File: src/rtl/lcd_pkg.sv
// Shared types and constants for the HD44780-style LCD bus read engine.
package lcd_pkg;

  typedef enum logic [2:0] {
    ST_IDLE  = 3'd0,
    ST_SETUP = 3'd1,
    ST_EN_HI = 3'd2,
    ST_EN_LO = 3'd3,
    ST_DONE  = 3'd4
  } state_e;

  localparam int unsigned LCD_BF_BIT = 7;
  localparam int unsigned LCD_AC_MSB = 6;

  localparam logic RS_STATUS = 1'b0;
  localparam logic RS_DATA   = 1'b1;

  localparam int unsigned T_AS_DEF     = 3;
  localparam int unsigned T_EN_HI_DEF  = 25;
  localparam int unsigned T_EN_LO_DEF  = 25;
  localparam int unsigned POLL_MAX_DEF = 1000;
  localparam int unsigned POLL_W       = 16;

  function automatic int unsigned max3(input int unsigned a, input int unsigned b,
                                       input int unsigned c);
    int unsigned m;
    m = (a > b) ? a : b;
    return (m > c) ? m : c;
  endfunction

endpackage

File: src/rtl/lcd_phase_timer.sv
// Loadable down-counter; o_zero_c flags the last cycle of the current phase.
module lcd_phase_timer #(
  parameter int unsigned W = 5
) (
  input  logic         clk,
  input  logic         rst,
  input  logic         i_load,
  input  logic [W-1:0] i_load_val,
  output logic         o_zero_c
);

  logic [W-1:0] r_cnt;

  always_ff @(posedge clk or posedge rst) begin
    if (rst) begin
      r_cnt <= '0;
    end else if (i_load) begin
      r_cnt <= i_load_val;
    end else if (r_cnt != '0) begin
      r_cnt <= r_cnt - W'(1);
    end
  end

  assign o_zero_c = (r_cnt == '0);

endmodule

File: src/rtl/lcd_bus_reader.sv
// Read-cycle engine for an HD44780-style 8-bit LCD bus: status/data reads with
// optional busy-flag polling and timeout.
module lcd_bus_reader
  import lcd_pkg::*;
#(
  parameter int unsigned T_AS_CYC    = T_AS_DEF,
  parameter int unsigned T_EN_HI_CYC = T_EN_HI_DEF,
  parameter int unsigned T_EN_LO_CYC = T_EN_LO_DEF,
  parameter int unsigned POLL_MAX    = POLL_MAX_DEF
) (
  input  logic        clk,
  input  logic        rst,
  input  logic        req_valid,
  output logic        req_ready,
  input  logic        req_rs,
  input  logic        req_poll,
  output logic        rsp_valid,
  output logic [7:0]  rsp_data,
  output logic        rsp_busy,
  output logic [6:0]  rsp_addr,
  output logic        rsp_timeout,
  output logic [15:0] rsp_polls,
  output logic        bus_busy,
  output logic        lcd_en,
  output logic        lcd_rs,
  output logic        lcd_rw,
  input  logic [7:0]  lcd_data_i
);

  localparam int unsigned PH_W = $clog2(max3(T_AS_CYC, T_EN_HI_CYC, T_EN_LO_CYC) + 1);
  localparam logic [PH_W-1:0] LD_AS = PH_W'(T_AS_CYC - 1);
  localparam logic [PH_W-1:0] LD_HI = PH_W'(T_EN_HI_CYC - 1);
  localparam logic [PH_W-1:0] LD_LO = PH_W'(T_EN_LO_CYC - 1);
  localparam logic [POLL_W-1:0] POLL_LIMIT = POLL_W'(POLL_MAX);

  state_e            r_state;
  state_e            w_state_nxt;
  logic              w_ld;
  logic [PH_W-1:0]   w_ld_val;
  logic              w_zero;
  logic              w_accept;
  logic              w_reloop;
  logic              w_sample_en;
  logic              w_rs_nxt;
  logic              w_owns_nxt;

  logic              r_rs;
  logic              r_poll;
  logic [7:0]        r_sample;
  logic [POLL_W-1:0] r_polls;

  logic              r_req_ready;
  logic              r_bus_busy;
  logic              r_lcd_en;
  logic              r_lcd_rs;
  logic              r_lcd_rw;
  logic              r_rsp_valid;
  logic [7:0]        r_rsp_data;
  logic              r_rsp_busy;
  logic [6:0]        r_rsp_addr;
  logic              r_rsp_timeout;
  logic [15:0]       r_rsp_polls;

  lcd_phase_timer #(.W(PH_W)) u_timer (
    .clk        (clk),
    .rst        (rst),
    .i_load     (w_ld),
    .i_load_val (w_ld_val),
    .o_zero_c   (w_zero)
  );

  always_ff @(posedge clk or posedge rst) begin
    if (rst) r_state <= ST_IDLE;
    else     r_state <= w_state_nxt;
  end

  // Next-state and phase-timer load control.
  always_comb begin
    w_state_nxt = r_state;
    w_ld        = 1'b0;
    w_ld_val    = '0;
    w_accept    = 1'b0;
    w_reloop    = 1'b0;
    w_sample_en = 1'b0;
    w_rs_nxt    = r_rs;
    case (r_state)
      ST_IDLE: begin
        if (req_valid) begin
          w_accept    = 1'b1;
          w_rs_nxt    = req_rs;
          w_state_nxt = ST_SETUP;
          w_ld        = 1'b1;
          w_ld_val    = LD_AS;
        end
      end
      ST_SETUP: begin
        if (w_zero) begin
          w_state_nxt = ST_EN_HI;
          w_ld        = 1'b1;
          w_ld_val    = LD_HI;
        end
      end
      ST_EN_HI: begin
        if (w_zero) begin
          w_sample_en = 1'b1;
          w_state_nxt = ST_EN_LO;
          w_ld        = 1'b1;
          w_ld_val    = LD_LO;
        end
      end
      ST_EN_LO: begin
        if (w_zero) begin
          if (r_poll && r_sample[LCD_BF_BIT] && (r_polls < POLL_LIMIT)) begin
            w_reloop    = 1'b1;
            w_state_nxt = ST_SETUP;
            w_ld        = 1'b1;
            w_ld_val    = LD_AS;
          end else begin
            w_state_nxt = ST_DONE;
          end
        end
      end
      ST_DONE:  w_state_nxt = ST_IDLE;
      default:  w_state_nxt = ST_IDLE;
    endcase
  end

  assign w_owns_nxt = (w_state_nxt == ST_SETUP) || (w_state_nxt == ST_EN_HI) ||
                      (w_state_nxt == ST_EN_LO);

  // Request latch, bus sample and poll counter (saturating).
  always_ff @(posedge clk or posedge rst) begin
    if (rst) begin
      r_rs     <= RS_STATUS;
      r_poll   <= 1'b0;
      r_sample <= '0;
      r_polls  <= '0;
    end else begin
      r_rs <= w_rs_nxt;
      if (w_accept) begin
        r_poll  <= req_poll && (req_rs == RS_STATUS);
        r_polls <= POLL_W'(1);
      end else if (w_reloop && (r_polls != '1)) begin
        r_polls <= r_polls + POLL_W'(1);
      end
      if (w_sample_en) r_sample <= lcd_data_i;
    end
  end

  // Bus strobes follow the next state so they are glitch-free register outputs.
  always_ff @(posedge clk or posedge rst) begin
    if (rst) begin
      r_req_ready <= 1'b1;
      r_bus_busy  <= 1'b0;
      r_lcd_en    <= 1'b0;
      r_lcd_rs    <= 1'b0;
      r_lcd_rw    <= 1'b0;
    end else begin
      r_req_ready <= (w_state_nxt == ST_IDLE);
      r_bus_busy  <= (w_state_nxt != ST_IDLE);
      r_lcd_en    <= (w_state_nxt == ST_EN_HI);
      r_lcd_rw    <= w_owns_nxt;
      r_lcd_rs    <= w_owns_nxt ? w_rs_nxt : 1'b0;
    end
  end

  always_ff @(posedge clk or posedge rst) begin
    if (rst) begin
      r_rsp_valid   <= 1'b0;
      r_rsp_data    <= '0;
      r_rsp_busy    <= 1'b0;
      r_rsp_addr    <= '0;
      r_rsp_timeout <= 1'b0;
      r_rsp_polls   <= '0;
    end else begin
      r_rsp_valid <= (r_state == ST_DONE);
      if (r_state == ST_DONE) begin
        r_rsp_data    <= r_sample;
        r_rsp_busy    <= (r_rs == RS_STATUS) && r_sample[LCD_BF_BIT];
        r_rsp_addr    <= (r_rs == RS_STATUS) ? r_sample[LCD_AC_MSB:0] : 7'd0;
        r_rsp_timeout <= r_poll && r_sample[LCD_BF_BIT];
        r_rsp_polls   <= r_polls;
      end
    end
  end

  assign req_ready   = r_req_ready;
  assign bus_busy    = r_bus_busy;
  assign lcd_en      = r_lcd_en;
  assign lcd_rs      = r_lcd_rs;
  assign lcd_rw      = r_lcd_rw;
  assign rsp_valid   = r_rsp_valid;
  assign rsp_data    = r_rsp_data;
  assign rsp_busy    = r_rsp_busy;
  assign rsp_addr    = r_rsp_addr;
  assign rsp_timeout = r_rsp_timeout;
  assign rsp_polls   = r_rsp_polls;

endmodule

File: config.mk
export PLATFORM = sky130hd
export DESIGN_NAME = lcd_bus_reader
export DESIGN_NICKNAME = d
export VERILOG_FILES = /design/src/rtl/lcd_pkg.sv /design/src/rtl/lcd_phase_timer.sv /design/src/rtl/lcd_bus_reader.sv
export SDC_FILE = /design/constraint.sdc
export NUM_CORES = 1
export LEC_CHECK = 0
export CORE_MARGIN = 1.5
export CORE_UTILIZATION = 35
export DETAILED_ROUTE_END_ITERATION = 8
export PLACE_DENSITY = 0.65
export SLEW_MARGIN = 20
export SYNTH_ARGS = -nofsm -noshare
export SYNTH_HDL_FRONTEND = slang
export SYNTH_SLANG_ARGS = --single-unit
File: constraint.sdc
create_clock -name clk -period 2.3 [get_ports clk]
set_input_delay 0.46 -clock clk [delete_from_list [all_inputs] [get_ports clk]]
set_output_delay 0.46 -clock clk [all_outputs]
set_load 0.01 [all_outputs]
# Yosys cells after proc, flatten, opt, wreduce, memory -nomap -nowiden
# Index checks and enable logic that the tools add are counted.
# totals
input_bits	13
ff_bits	73
out_inout_bits	39
# classes
n_lt_le_gt_ge	1
eq_ne	8
n_bitwise	2
n_mux	27
add_sub_neg	2
reduce_logical	15
# op_table
operator	n
two-way mux 16 bit	2
adder 16 x 1 -> 16 bit, second input constant	1
< comparator 16 x 10 -> 1 bit, second input constant	1
inequality test 16 bit, second input constant	1
two-way mux 3 bit	5
two-way mux 5 bit	3
case mux 5 bit (3 select lines)	1
== test 3 x 2 -> 1 bit, second input constant	4
case mux 3 bit (4 select lines)	1
two-way mux 1 bit	10
two-way mux 7 bit	1
== test 3 x 1 -> 1 bit, second input constant	2
zero test 3 bit	2
two-way mux 2 bit	3
logical AND 1 bit	5
zero test 5 bit	1
nonzero test 5 bit	1
subtractor 5 x 1 -> 5 bit, second input constant	1
nonzero test 2 bit	2
== test 3 bit, second input constant	1
case mux 1 bit (3 select lines)	1
nonzero test 3 bit	1
logical OR 1 bit	2
inverter 1 bit	2
OR reduction 2 bit	1

# Longest topological paths before layout
# Gate-level depths: netlist (run 1).
# logic_depth
depth_word	9
depth_mapped	7
mapped_depth_nobuf	6

# Cells and area by module
# Synthesis (run 1) repeated with hierarchy kept, for this count alone.
# unflattened
cells_unflattened	264
hier_area_um2	3138.0
# modules_own_cells
mod	instances	area_each_um2	cells_each
lcd_bus_reader	1	2855.2	236
lcd_phase_timer	1	282.8	28

# Worst setup path after synthesis (run 1)
# No wires, ideal clock.
# synth_timing
kind	register to register
from	register u_timer.r_cnt[0]
to	register r_polls[8]
synth_period_minus_slack_ns	1.724
path_stages_with_launch	8
slack_ns	0.576
path_buffers	1
arrival_ns	1.644
required_time_ns	2.221
setup_time_ns	0.079
path_cell_list	dfrtp_1 -> inv_1 -> ha_1 -> nor4b_4 -> nand4_2 -> buf_2 -> nor4_2 -> mux2i_1
# synth_between
elab_chain_len	5
# synth_rtl
item	line_no	source
from (decl)	lcd_phase_timer.sv:12	logic [W-1:0] r_cnt;
from (signal assigned)	lcd_phase_timer.sv:18	r_cnt <= i_load_val;
from (signal assigned)	lcd_phase_timer.sv:20	r_cnt <= r_cnt - W'(1);
zero test 5 bit	lcd_phase_timer.sv:24	assign o_zero_c = (r_cnt == '0);
two-way mux 1 bit	lcd_bus_reader.sv:112	if (w_zero) begin
two-way mux 1 bit	lcd_bus_reader.sv:86	case (r_state)
logical AND 1 bit	lcd_bus_reader.sv:143	end else if (w_reloop && (r_polls != '1)) begin
nonzero test 2 bit (no source line)	-	
to (signal assigned)	lcd_bus_reader.sv:144	r_polls <= r_polls + POLL_W'(1);
to (decl)	lcd_bus_reader.sv:50	logic [POLL_W-1:0] r_polls;
# Every way passes these cells.
# A chain may end at the register's enable or synchronous reset.

# Worst setup path after layout (run 1)
# layout_timing
from	register u_timer.r_cnt[0]
to	register r_polls[6]
# The elaborated chain is that of the path after synthesis.

==> impl_results.md, run 1 <==
* Non-Filler Cell Area, Final at 4000 um2
* DR vias at between 2k and 2.5k
* Fraction of layout cells with a size suffix above 1 at between 20% and 30%
* Final setup violation count at 0
* Mean post-synth cell area at around 12 um2
* Placed wire-length estimate after detailed placement at 4.08 mm
* Lkg Pwr at 1.80 nW
* Standard-cell row count at 34
* CP Capture Type: flop
* Vias in the first global route at 2,074
* Hold violation count in the final report at 0
* Run status: finished, final reports clean
* Standard cell area after detailed placement at between 3000 and 4000 um2
* Total overflow reported by the global router at 0
* Data required time at the worst endpoint at 2.57 ns
* Total wire length after detailed routing at 6.13 mm
* Antenna viol nets, final at 0
* Setup total negative slack at 0 ns
* Power spent charging and discharging nets at around 0.0013 W
* Final critical-path required period at roughly 2.1 ns
* Net count of the mapped netlist at between 200 and 300
* Cell taking the most area after synthesis: sky130_fd_sc_hd__dfrtp_1
* Post-cts repair resize count at 0
* Setup skew after layout at 0.00967 ns
* Detailed-route DRC error count at 0
* Fill cell total of the finished layout at just under 800
* Hold crit path type: input pin to asynchronous set/reset pin
* CTS tree: built
* Height of the die at slightly below 100 um
* Top FF cell, synth: sky130_fd_sc_hd__dfrtp_1
* Number of flops mapped to enable cells by yosys at 0
* Relative slew margins at 58.4%
* Crit Path Max Fanout at 14
* Placeable core region at 8640 um2
* CTS Hold Buffers Added at 0
* Arrival @ worst endpoint at 2.37 ns
* Area of the mapped netlist at 3100 um2
* Clock Path Buffers at 2
* Max-cap check violation count at 0
* Internal at between 0.002 and 0.003 W
* Number of antenna violations at the first check in global routing at 0
* Cell area power density at about 1100 nW/um2
* Switching part of the total at 31.0%
* Cell variety after synth at 39
* Fraction of post-synthesis cell area in the top cell type by area at 58.1%
* Startpoint kind of the worst setup timing path: flop
* Final net count at approximately 330
* Post-synthesis sequential area ratio at 58.9%
* Synth top area cells: sky130_fd_sc_hd__dfrtp_1, sky130_fd_sc_hd__mux2_2, sky130_fd_sc_hd__nand2_1
* Library cell with the highest instance count after synthesis: sky130_fd_sc_hd__dfrtp_1
* Tot GR Track Use at between 10 and 15%
* Number of diodes added for antenna fixing at 0
* Clock root buffer: sky130_fd_sc_hd__clkbuf_8
* Fmax achieved at roughly 0.48 GHz
* Post-route clock period utilization at ~91%
* H-Tree Level Count at 3
* Fraction of power consumed by the clock network at 26.9%
* Buffers inserted during post-CTS setup optimization at 0
* Post-synth ARST share at between 90% and 100%
* RePlAce Congestion at 0.716
* Die width at slightly below 100 um
* Insertion delay of the later-clocked pin in the worst-skew pair at 0.35 ns
* Clock-pin slew reported for the worst setup and hold paths after clock tree synthesis at about 0.08 ns
* Number of buffers added by the clock tree synthesis step at 9
* Peak supply drop at approximately 450 uV
* Maximum number of pins on one net before global-route repair at 72
* Transition at the pin with the smallest max-transition slack at between 0.6 and 0.7 ns
* Wire length of the first global-routing pass at between 10 and 15 mm
* Number of port buffers at approximately 50
* Category of the most critical setup path: flop to flop
* Portion of total power attributed to sequential cells at between 40% and 50%
* Drt first-iter violations at 84
* Area overhead of the layout relative to synthesis at 28.9%
* Synth top cells by count: sky130_fd_sc_hd__dfrtp_1, sky130_fd_sc_hd__mux2_2, sky130_fd_sc_hd__nand2_1, sky130_fd_sc_hd__o21ai_0, sky130_fd_sc_hd__nor2_1
* Clk sinks at 73
* Number of search-and-repair iterations in the first detailed-routing pass at 4
* Wire length per cell at about 14 um
* Number of warnings reported in the yosys synthesis log at 0
* I/O pin cnt at 52
* Vias per inst at between 4 and 5
* Comb power frac at 28.1%
* Effective utilization at floorplan at a little over a third
* Cell count after synthesis at between 200 and 300
* Final core area utilization at 46.3%
* DIE AREA at about 9400 um2
* Post-synthesis sequential element count at between 70 and 80
* Unrepaired setup endpoints after global routing: false
* Final Slew Violations at 0
## critical path, stage by stage (launching register included)
cell,delay (ns)
sky130_fd_sc_hd__dfrtp_1,0.41
sky130_fd_sc_hd__inv_1,0.09
sky130_fd_sc_hd__ha_1,0.20
sky130_fd_sc_hd__nor4b_4,0.24
sky130_fd_sc_hd__nand4_2,0.34
sky130_fd_sc_hd__or4_1,0.58
sky130_fd_sc_hd__a21oi_1,0.17
## worst paths after layout
check / cells past startpoint / to / startpoint / slack (ns)
max: 6 / r_polls[6]$_DFFE_PP0P_ / u_timer.r_cnt[0]$_DFFE_PP0P_ / 0.20
min: 2 / rsp_data[5]$_DFFE_PP0P_ / rst / 0.34
max reg2reg: 6 / r_polls[6]$_DFFE_PP0P_ / u_timer.r_cnt[0]$_DFFE_PP0P_ / 0.20
min reg2reg: 2 / r_poll$_DFFE_PP0P_ / r_poll$_DFFE_PP0P_ / 0.47
max in group asynchronous: 3 / req_ready$_DFF_PP1_ / rst / 1.38
min in group clk: 2 / r_poll$_DFFE_PP0P_ / r_poll$_DFFE_PP0P_ / 0.47
## power groups by stage
stage | sequential (W) | combinational, W | clock [W]
6_report | 0.00191 | 0.00119 | 0.00114
5_1_grt | 0.00196 | 0.00132 | 0.00122
4_1_cts | 0.00191 | 0.00121 | 0.00117
3_5_place_dp | 0.00193 | 0.00120 | 0
3_3_place_gp | 0.00192 | 0.00117 | 0
2_1_floorplan | 0.00189 | 0.000715 | 0
## metrics by stage
stage	setup slack (ns)	total power, W	instances	hold WS (ns)
floorplan	0.576	0.00261	255	0.431
global placement	0.351	0.00309	408	0.449
detailed placement	0.229	0.00314	408	0.457
CTS	0.199	0.00429	424	0.333
global route	0.0557	0.00450	424	0.333
finish	0.203	0.00424	424	0.344
## layout by cell type (no fill, tap or decap), types with 8 or more instances in the layout
cell type	netlist	final
sky130_fd_sc_hd__a21oi_1	9	9
sky130_fd_sc_hd__dfrtp_1	72	72
sky130_fd_sc_hd__mux2_2	33	33
sky130_fd_sc_hd__clkdlybuf4s50_1	0	51
sky130_fd_sc_hd__nor2_1	10	10
sky130_fd_sc_hd__o21ai_0	13	13
sky130_fd_sc_hd__clkbuf_8	0	10
sky130_fd_sc_hd__nand2_1	26	26
sky130_fd_sc_hd__nand2b_1	9	9
sky130_fd_sc_hd__and2_1	8	8
## area by class of cell
class,count,area (um2),area share (%)
Timing Repair Buffer,57,581,14.5
Inverter,8,33.8,0.845
Tap cell,108,135,3.38
Clock buffer,10,138,3.44
Sequential cell,73,1830,45.7
Multi-Input combinational cell,162,1190,29.8
Clock inverter,6,90.1,2.25
## flip-flops by register name, summed over array words and instances (netlist names)
signal and count:
rsp_addr 7, rsp_busy 1, r_sample 8, r_polls 16
lcd_rw 1, lcd_en 1, rsp_polls 16, r_rs 1
bus_busy 1, r_state 3, lcd_rs 1, rsp_data 8
u_timer.r_cnt 5, req_ready 1, rsp_valid 1, r_poll 1
rsp_timeout 1
## metal layers
metal,global-route usage [%],routed length (um)
met5,0,0
met4,4.24,72
met3,4.32,286
met2,20.6,2820
met1,19.1,2950
## kinds of logic after synthesis
logic type | count (synthesis) | synth area share [%]
mux | 36 | 12.9
xor+xnor | 4 | 1.13
fa+ha+maj | 3 | 1.21
compound gates | 34 | 6.86
buf+inv | 20 | 2.82
flops | 73 | 58.9
simple gates | 85 | 16.1
No activity file was read; power rests on OpenSTA's default activity.
==> run 2: changes to the inputs <==
Settings changed: PLACE_DENSITY 0.65 to 0.6.
==> run 2 against run 1 <==
  * Non-clock buffer count is the same
  * Critical endpoint unchanged
  * First-iteration DRC count decreased by 20%
  * Largest cell class unchanged
  * Largest power group unchanged
  * Setup slack better by 0.11 ns
  * Highest routed layer unchanged
==> impl_results.md, run 2 (synthesis gave the netlist of run 1 again) <==
* Area overhead of the layout relative to synthesis at 28.5% (was 28.9%)
* Most frequent cells in the layout: sky130_fd_sc_hd__dfrtp_1, sky130_fd_sc_hd__clkdlybuf4s50_1, sky130_fd_sc_hd__mux2_2 (unchanged)
* Total wire length after detailed routing at 5.99 mm (was 6.13 mm)
* Wire length per cell at 14.1 um (was 14.5 um)
* Startpoint of the worst hold path: r_poll$_DFFE_PP0P_
* Final net count at 327 (unchanged)
* Placeable core region at 8640 um2 (unchanged)
* Startpoint kind of the worst setup timing path: flop (unchanged)
* Wire length of the first global-routing pass at 10.2 mm (was 10.4 mm)
* Run status: finished, final reports clean (unchanged)
* I/O pin cnt at 52 (unchanged)
* Setup total negative slack at 0 ns (unchanged)
* Fmax achieved at 0.504 GHz (was 0.477 GHz)
* CTS tree: built (unchanged)
* Final critical-path required period at 1.98 ns (was 2.10 ns)
* Final setup violation count at 0 (unchanged)
* Number of antenna violations at the first check in global routing at 0 (unchanged)
* Category of the most critical setup path: flop to flop (unchanged)
* Maximum number of pins on one net before global-route repair at 74 (was 72)
* Drt first-iter violations at 67 (was 84)
* Number of diodes added for antenna fixing at 0 (unchanged)
* Critical-path cell with the highest stage delay: sky130_fd_sc_hd__or4_1 (unchanged)
* Total overflow reported by the global router at 0 (unchanged)
* Vias per inst at 4.92 (was 4.99)
* Buf/Inv on CP at 0 (was 1)
* Peak supply drop at 381 uV (was 447 uV)
* Data required time at the worst endpoint at 2.56 ns (was 2.57 ns)
* Die width at 97.1 um (unchanged)
* Vias in the first global route at 2,041 (was 2,074)
* Tot GR Track Use at 13.7% (was 13.8%)
* Clock Path Buffers at 2 (unchanged)
* Internal reg-to-reg setup slack at 0.32 ns (was 0.20 ns)
* Peak per-stage delay on the critical path at 0.62 ns (was 0.58 ns)
* RePlAce Congestion at 0.822 (was 0.716)
* Post-cts repair resize count at 0 (unchanged)
* Hold violation count in the final report at 0 (unchanged)
* Clock root buffer: sky130_fd_sc_hd__clkbuf_8 (unchanged)
* Crit Path Max Fanout at 16 (was 14)
* Clock-pin slew reported for the worst setup and hold paths after clock tree synthesis at 0.07 ns (was 0.08 ns)
* Launching instance or port of the critical path: r_polls[11]$_DFFE_PP0P_ (was u_timer.r_cnt[0]$_DFFE_PP0P_)
* Number of port buffers at 51 (unchanged)
* Placed insts at 408 (unchanged)
* Transition at the pin with the smallest max-transition slack at 0.655 ns (was 0.624 ns)
* Buffers inserted during post-CTS setup optimization at 0 (unchanged)
* Clk sinks at 73 (unchanged)
* Hold crit path type: flop to flop (was input pin to asynchronous set/reset pin)
* Detailed-route DRC error count at 0 (unchanged)
* Min Hold Slack at 0.466 ns (was 0.344 ns)
* Kind of cell with the highest combined delay on the critical path: simple AND/OR/NAND/NOR gates (unchanged)
* Post-route clock period utilization at 86.2% (was 91.2%)
* Antenna viol nets, final at 0 (unchanged)
* DIE AREA at 9440 um2 (unchanged)
* CP Capture Type: flop (unchanged)
* Unrepaired setup endpoints after global routing: false (unchanged)
* Number of buffers added by the clock tree synthesis step at 9 (unchanged)
* Fraction of layout cells with a size suffix above 1 at 20.3% (unchanged)
* Cell area power density at 1060 nW/um2 (about the same)
* Fill cell total of the finished layout at 820 (was 794)
* CTS Hold Buffers Added at 0 (unchanged)
* Height of the die at 97.1 um (unchanged)
* Relative slew margins at 56.3% (was 58.4%)
* Final Slew Violations at 0 (unchanged)
* Number of search-and-repair iterations in the first detailed-routing pass at 4 (unchanged)
* Insertion delay of the later-clocked pin in the worst-skew pair at 0.34 ns (was 0.35 ns)
* Leading cell type in the layout, fill and taps excluded: sky130_fd_sc_hd__dfrtp_1 (unchanged)
* Setup skew after layout at 0.00903 ns (was 0.00967 ns)
* Standard-cell row count at 34 (unchanged)
* Placed wire-length estimate after detailed placement at 4.09 mm (was 4.08 mm)
* Cell breakdown of the critical path: nor4_4 -> o2111ai_2 -> or4_1 -> a21oi_1 (was inv_1 -> ha_1 -> nor4b_4 -> nand4_2 -> or4_1 -> a21oi_1)
* Final Total Pwr at 0.00422 W (was 0.00424 W)
* DR vias at 2,086 (was 2,115)
* Max-cap check violation count at 0 (unchanged)
* Effective utilization at floorplan at 35.9% (unchanged)
* H-Tree Level Count at 3 (unchanged)
* Arrival @ worst endpoint at 2.24 ns (was 2.37 ns)
* Lkg Pwr at 1.80 nW (about the same)
* Reg-to-reg startpoint: r_polls[11]$_DFFE_PP0P_ (was u_timer.r_cnt[0]$_DFFE_PP0P_)
* Final core area utilization at 46.2% (was 46.3%)
* Non-filler cells in the finished layout at 424 (unchanged)
## run 2: changes by cell type in the layout (fill, tap and decap cells not counted), sizes merged
cell    delta
clkbuf     +1
inv        -1
## run 2: power breakdown
part / switching, W / total, W / internal, W / leakage (nW)
clock: 0.000465 / 0.00113 / 0.000667 / 0.115
sequential: 0.000283 / 0.00190 / 0.00161 / 0.963
combinational: 0.000530 / 0.00119 / 0.000662 / 0.722
total: 0.00128 / 0.00422 / 0.00294 / 1.80
## run 2: worst reg2reg max path: stages, from the launching register on
cell                        delay, ns
sky130_fd_sc_hd__dfrtp_1         0.42
sky130_fd_sc_hd__nor4_4          0.31
sky130_fd_sc_hd__o2111ai_2       0.40
sky130_fd_sc_hd__or4_1           0.63
sky130_fd_sc_hd__a21oi_1         0.15
## run 2: worst paths after layout
| kind | end | cells past startpoint |
|---|---|---|
| hold reg to reg | r_poll$_DFFE_PP0P_ | 2 |
| setup / recovery | r_polls[6]$_DFFE_PP0P_ | 4 |
| setup reg to reg | r_polls[6]$_DFFE_PP0P_ | 4 |
| min in group asynchronous | bus_busy$_DFF_PP0_ | 3 |
| hold / removal | r_poll$_DFFE_PP0P_ | 2 |
| max in group asynchronous | r_polls[6]$_DFFE_PP0P_ | 3 |
## run 2: layer usage
layer  up-vias  routed length (um)  track usage (%)  part of all wire [%]
met5         -                   0                0                     0
met4         0                  91             6.13                   1.5
met3         6                 237             3.96                   4.0
met2        41                2830             21.3                    47
met1      1030                2830             17.9                    47
li1       1009                   -                -                     -
## run 2: layout make-up
class	instances	area (um2)	area share, %
Tap cell	108	135	3.39
Multi-Input combinational cell	162	1190	29.9
Inverter	8	33.8	0.847
Sequential cell	73	1830	45.9
Clock inverter	5	77.6	1.95
Timing Repair Buffer	57	568	14.2
Clock buffer	11	151	3.80
## run 2: through the flow
step           area (um2)  worst slack [ns]
2_1_floorplan        3110             0.576
3_3_place_gp         3760             0.255
3_5_place_dp         3760             0.218
4_1_cts              3990             0.291
5_1_grt              3990             0.163
6_report             3990             0.317
==> run 3: changes to the inputs <==
Settings changed: CORE_MARGIN 1.5 to 2, CORE_UTILIZATION 35 to 47, PLACE_DENSITY 0.6 to 0.76.
==> run 3 against run 2 <==
  * Clock skew increased by 0.00071 ns
  * Critical path type unchanged
  * Via count increased by 0.19%
  * Sequential power about the same
  * Maximum frequency decreased by 4.6%
  * Sequential share of layout area increased by 0.87 points
  * Clock power decreased by 13%
  * Non-clock buffer count decreased by 2
  * Worst hold slack got worse by 0.0019 ns
  * Setup slack got worse by 0.095 ns
  * Core utilization increased by 15 points
  * Largest power group unchanged
==> impl_results.md, run 3 (synthesis gave the netlist of run 1 again) <==
* Run status: finished, final reports clean (unchanged)
* Startpoint kind of the worst setup timing path: flop (unchanged)
* Post-route clock period utilization at 90.3% (was 86.2%)
* Crit Path Max Fanout at 17 (was 16)
* Transition at the pin with the smallest max-transition slack at 0.653 ns (was 0.655 ns)
* I/O pin cnt at 52 (unchanged)
* Effective utilization at floorplan at 48.8% (was 35.9%)
* Antenna viol nets, final at 0 (unchanged)
* Data required time at the worst endpoint at 2.57 ns (was 2.56 ns)
* H-Tree Level Count at 3 (unchanged)
* Relative slew margins at 56.5% (was 56.3%)
* Wire length per cell at 14.9 um (was 14.1 um)
* CP Capture Type: flop (unchanged)
* Unrepaired setup endpoints after global routing: false (unchanged)
* Most frequent cells in the layout: sky130_fd_sc_hd__dfrtp_1, sky130_fd_sc_hd__clkdlybuf4s50_1, sky130_fd_sc_hd__mux2_2 (unchanged)
* Insertion delay of the later-clocked pin in the worst-skew pair at 0.34 ns (about the same)
* Storage cell area at 1830 um2 (unchanged)
* Clock root buffer: sky130_fd_sc_hd__clkbuf_8 (unchanged)
* RePlAce Congestion at 0.755 (was 0.822)
* DIE AREA at 7270 um2 (was 9440 um2)
* Non-filler cells in the finished layout at 391 (was 424)
* Lkg Pwr at 1.78 nW (was 1.80 nW)
* Final critical-path required period at 2.08 ns (was 1.98 ns)
* Clock Path Buffers at 2 (unchanged)
* Number of port buffers at 51 (unchanged)
* Hold violation count in the final report at 0 (unchanged)
* CTS tree: built (unchanged)
* Placeable core region at 6350 um2 (was 8640 um2)
* Placed wire-length estimate after detailed placement at 3.91 mm (was 4.09 mm)
* Post-cts repair resize count at 0 (unchanged)
* Standard-cell row count at 29 (was 34)
* Area overhead of the layout relative to synthesis at 26.1% (was 28.5%)
* Critical-path cell with the highest stage delay: sky130_fd_sc_hd__or4_1 (unchanged)
* Max-cap check violation count at 0 (unchanged)
* Detailed-route DRC error count at 0 (unchanged)
* Number of diodes added for antenna fixing at 0 (unchanged)
* Cell area power density at 1050 nW/um2 (was 1060 nW/um2)
* Arrival @ worst endpoint at 2.35 ns (was 2.24 ns)
* Number of antenna violations at the first check in global routing at 0 (unchanged)
* Height of the die at 85.2 um (was 97.1 um)
* Launching instance or port of the critical path: u_timer.r_cnt[0]$_DFFE_PP0P_ (was r_polls[11]$_DFFE_PP0P_)
* Number of buffers added by the clock tree synthesis step at 9 (unchanged)
* Buf/Inv on CP at 1 (was 0)
* Category of the most critical setup path: flop to flop (unchanged)
* Peak supply drop at 671 uV (was 381 uV)
* Tot GR Track Use at 17.5% (was 13.7%)
* Area of the multi-input gates at 1190 um2 (unchanged)
* Final setup violation count at 0 (unchanged)
* Placed insts at 375 (was 408)
* Maximum number of pins on one net before global-route repair at 74 (unchanged)
* Final Slew Violations at 0 (unchanged)
* Drt first-iter violations at 173 (was 67)
* Fill cell total of the finished layout at 484 (was 820)
* Fraction of layout cells with a size suffix above 1 at 19.4% (was 20.3%)
* Number of search-and-repair iterations in the first detailed-routing pass at 4 (unchanged)
* Wire length of the first global-routing pass at 9.94 mm (was 10.2 mm)
* CTS Hold Buffers Added at 0 (unchanged)
* Die width at 85.2 um (was 97.1 um)
* DR vias at 2,090 (was 2,086)
* Kind of cell with the highest combined delay on the critical path: simple AND/OR/NAND/NOR gates (unchanged)
* Clk sinks at 73 (unchanged)
* Setup skew after layout at 0.00975 ns (was 0.00903 ns)
* Buffers inserted during post-CTS setup optimization at 0 (unchanged)
* Peak per-stage delay on the critical path at 0.59 ns (was 0.62 ns)
* Vias in the first global route at 2,069 (was 2,041)
* Clock-pin slew reported for the worst setup and hold paths after clock tree synthesis at 0.08 ns (was 0.07 ns)
* Total wire length after detailed routing at 5.82 mm (was 5.99 mm)
* Leading cell type in the layout, fill and taps excluded: sky130_fd_sc_hd__dfrtp_1 (unchanged)
* Cell breakdown of the critical path: inv_1 -> ha_1 -> nor4b_4 -> nand4_2 -> or4_1 -> a21oi_1 (was nor4_4 -> o2111ai_2 -> or4_1 -> a21oi_1)
* Startpoint of the worst hold path: r_poll$_DFFE_PP0P_ (unchanged)
* Reg-to-reg startpoint: u_timer.r_cnt[0]$_DFFE_PP0P_ (was r_polls[11]$_DFFE_PP0P_)
* Setup total negative slack at 0 ns (unchanged)
* Vias per inst at 5.35 (was 4.92)
* Hold crit path type: flop to flop (unchanged)
* Total overflow reported by the global router at 0 (unchanged)
* Fmax achieved at 0.481 GHz (was 0.504 GHz)
* Final net count at 325 (was 327)
==> run 3: changes by cell type in the layout (fill, tap and decap cells not counted) <==
| cell | previous run | this run |
|---|---|---|
| sky130_fd_sc_hd__buf_12 | 1 | 2 |
| sky130_fd_sc_hd__buf_4 | 5 | 2 |
| sky130_fd_sc_hd__bufinv_16 | 2 | 1 |
| sky130_fd_sc_hd__clkbuf_1 | 0 | 1 |
| sky130_fd_sc_hd__clkbuf_8 | 11 | 10 |
| sky130_fd_sc_hd__clkinvlp_4 | 2 | 3 |
==> run 3: metal layers <==
layer  routed length, um  up-vias  track usage (%)
met5                   0        -                0
met4                 123        0             7.50
met3                 246       11             4.67
met2                2850       50             26.8
met1                2590     1024             23.7
li1                    -     1005                -
==> run 3: metrics by stage <==
stage	instance area, um2	utilization (%)	hold WS (ns)	setup slack [ns]	power [W]
after floorplan	3110	-	0.431	0.576	0.00261
after global placement	3720	58.5	0.444	0.257	0.00307
after detailed placement	3720	58.5	0.450	0.222	0.00313
final	3910	61.6	0.464	0.222	0.00409
after CTS	3910	61.6	0.467	0.226	0.00413
after global routing	3910	61.6	0.499	0.0174	0.00435
==> run 3: final timing paths <==
| kind | to | slack, ns | depth (start not counted) |
|---|---|---|---|
| setup / recovery | r_polls[7]$_DFFE_PP0P_ | 0.22 | 6 |
| hold / removal | r_poll$_DFFE_PP0P_ | 0.46 | 2 |
| setup reg to reg | r_polls[7]$_DFFE_PP0P_ | 0.22 | 6 |
| hold reg to reg | r_poll$_DFFE_PP0P_ | 0.46 | 2 |
| max in group asynchronous | req_ready$_DFF_PP1_ | 1.41 | 3 |
| min in group asynchronous | rsp_polls[12]$_DFFE_PP0P_ | 0.56 | 3 |
==> run 3: area by class of cell <==
cell class | count | share of cell area (%)
clock buffer | 11 | 3.61
clock inverter | 5 | 1.41
inverter | 8 | 0.863
multi-input combinational | 162 | 30.5
sequential | 73 | 46.7
tap | 77 | 2.46
timing repair buffer | 55 | 14.5
==> run 3: worst register-to-register path, delay by kind of cell (launching register included) <==
family / cells / cell delay, ns
compound gates: 1 / 0.15
buf+inv: 1 / 0.09
flops: 1 / 0.40
simple gates: 3 / 1.20
fa+ha+maj: 1 / 0.19
==> run 3: power by group <==
part	switching [W]	internal, W	total, W
Sequential	0.000296	0.00161	0.00191
Combinational	0.000534	0.000661	0.00119
Clock	0.000461	0.000527	0.000988
==> RTL change: new RTL, config.mk and constraints of run 1 <==
Reset style: synchronous (`rst`), changed in 5 clocked blocks.
--- a/src/rtl/lcd_phase_timer.sv
+++ b/src/rtl/lcd_phase_timer.sv
@@ -11,7 +11,7 @@
 
   logic [W-1:0] r_cnt;
 
-  always_ff @(posedge clk or posedge rst) begin
+  always_ff @(posedge clk) begin
     if (rst) begin
       r_cnt <= '0;
     end else if (i_load) begin
--- a/src/rtl/lcd_bus_reader.sv
+++ b/src/rtl/lcd_bus_reader.sv
@@ -69,7 +69,7 @@
     .o_zero_c   (w_zero)
   );
 
-  always_ff @(posedge clk or posedge rst) begin
+  always_ff @(posedge clk) begin
     if (rst) r_state <= ST_IDLE;
     else     r_state <= w_state_nxt;
   end
@@ -129,7 +129,7 @@
                       (w_state_nxt == ST_EN_LO);
 
   // Request latch, bus sample and poll counter (saturating).
-  always_ff @(posedge clk or posedge rst) begin
+  always_ff @(posedge clk) begin
     if (rst) begin
       r_rs     <= RS_STATUS;
       r_poll   <= 1'b0;
@@ -148,7 +148,7 @@
   end
 
   // Bus strobes follow the next state so they are glitch-free register outputs.
-  always_ff @(posedge clk or posedge rst) begin
+  always_ff @(posedge clk) begin
     if (rst) begin
       r_req_ready <= 1'b1;
       r_bus_busy  <= 1'b0;
@@ -164,7 +164,7 @@
     end
   end
 
-  always_ff @(posedge clk or posedge rst) begin
+  always_ff @(posedge clk) begin
     if (rst) begin
       r_rsp_valid   <= 1'b0;
       r_rsp_data    <= '0;
Check against the original RTL: differs if rst is asserted again (counterexample within 4 cycles, from zero or initial values and one cycle with rst high); with rst held inactive, the same outputs for 10 cycles.
==> RTL change against run 1 <==
- global-route usage up 2.7 points
- largest power group unchanged
- synthesized area down 6.9%
- hold slack gained 0.11 ns
- setup slack worse by 0.011 ns
- final cell count is 16% higher
- final area shrank 6.1%
- sequential cell count unchanged
- clock power shrank 13%
- wire length grew 10%
- combinational power decreased by 32%
- largest cell class unchanged
- sequential share of layout area down 6.8 points
- total power decreased by 23%
- non-clock buffer count up 9
==> RTL change: results (changes against run 1) <==
GRT Total Usage: 0.164 (was 0.138)
Syn_nets: 343 (was 271)
Buffer count from post-CTS setup fixing: 0 (unchanged)
Post-detail-place hpwl: 4740 µm (was 4080 µm)
DR WL met2: 3000 µm (was 2820 µm)
Via/cell ratio: 5.05 (was 4.99)
Ys async rst share: 0 (was 1.00)
Hold WS: 0.453 ns (was 0.344 ns)
Crit Reg-Reg Endpoint: r_sample[3]$_SDFFE_PP0P_ (was r_polls[6]$_DFFE_PP0P_)
Post-Syn Area per Cell: 8.83 µm² (was 12.2 µm²)
Setup crit end: r_sample[3]$_SDFFE_PP0P_ (was r_polls[6]$_DFFE_PP0P_)
Largest net degree at the start of global routing: 23 (was 72)
Fraction of layout cells with a size suffix above 1: 0.0949 (was 0.203)
Max VDD drop: 0.515 mV (was 0.447 mV)
Final #Nets: 401 (was 327)
Cts repair resizes: 0 (unchanged)
Commonest cells in the netlist: dfxtp_1, nand2_1, a21oi_1 (was dfrtp_1, mux2_2, nand2_1)
Met3 WL: 349 µm (was 286 µm)
Worst r2r src: u_timer.r_cnt[0]$_SDFFE_PP0P_ (was u_timer.r_cnt[0]$_DFFE_PP0P_)
Routability cong.: 0.849 (was 0.716)
Worst hold path type: reg -> reg (was in -> async)
Final Non-Filler Cells: 492 (was 424)
Seq/Total Area, Yosys: 0.506 (was 0.589)
LEAKAGE: 1.37 nW (was 1.80 nW)
Synth Area in XOR/XNOR: 0.00607 (was 0.0113)
Synth Area in Compound Gates: 0.137 (was 0.0686)
Placed cell count: 476 (was 408)
Area after DPL: 3550 µm² (was 3770 µm²)
Unique masters post-synth: 48 (was 39)
First-pass GRT wire length: 11200 µm (was 10400 µm)
Clk_skew: 0.00659 ns (was 0.00967 ns)
Vias in the first global route: 2368 (was 2074)
Initial antenna violation count: 0 (unchanged)
DR DRC count: 0 (unchanged)
Slew headroom: 0.603 (was 0.584)
Outcome: finished, final reports clean (unchanged)
Mux contribution to synthesized area: 0.0420 (was 0.129)
Largest cells by area after synthesis: dfxtp_1, nand2_1, a21oi_1, mux2i_1, nand3b_1 (was dfrtp_1, mux2_2, nand2_1, o21ai_0, nand2b_1)
Adder-cell share of the synthesized area: 0.0130 (was 0.0121)
Met1 WL: 3300 µm (was 2950 µm)
Pre-CTS setup slack: 0.178 ns (was 0.229 ns)
Primary FF master, synth: dfxtp_1 (was dfrtp_1)
Max FO, Critical Path: 8 (was 14)
Sw frac: 0.294 (was 0.310)
CTS clk-pin slew, worst paths: 0.08 ns (about the same)
Tmin final: 2.11 ns (was 2.10 ns)
Worst Path Arrival: 2.34 ns (was 2.37 ns)
Avg WL per Cell: 13.7 µm (was 14.5 µm)
1st-iter DRT viols: 57 (was 84)
==> RTL change: final cells by class <==
cell class / count / area [µm²]
multi-input combinational: 230 / 1330
sequential: 73 / 1460
fill: 786 / 4100
tap: 102 / 128
timing repair buffer: 66 / 618
clock inverter: 5 / 55.1
inverter: 5 / 18.8
clock buffer: 11 / 141
==> RTL change: worst max-delay path, cell delays in order (launching register included) <==
cell and delay [ns]:
dfxtp_1 0.32, inv_1 0.10, ha_1 0.18, or4b_1 0.52, or4b_4 0.62, mux2i_1 0.20
nor2_1 0.05
==> RTL change: power groups by stage <==
stage	Combinational, mW	Sequential [mW]	Clock, mW
2_1_floorplan	0.526	1.46	0
3_3_place_gp	0.789	1.48	0
3_5_place_dp	0.800	1.48	0
4_1_cts	0.807	1.45	1.02
5_1_grt	0.891	1.47	1.08
6_report	0.806	1.45	0.994
==> RTL change: metal layers <==
metal,global-route usage,up-vias
li1,-,1252
met1,0.213,1156
met2,0.256,69
met3,0.0518,7
met4,0.0597,0
met5,0,-
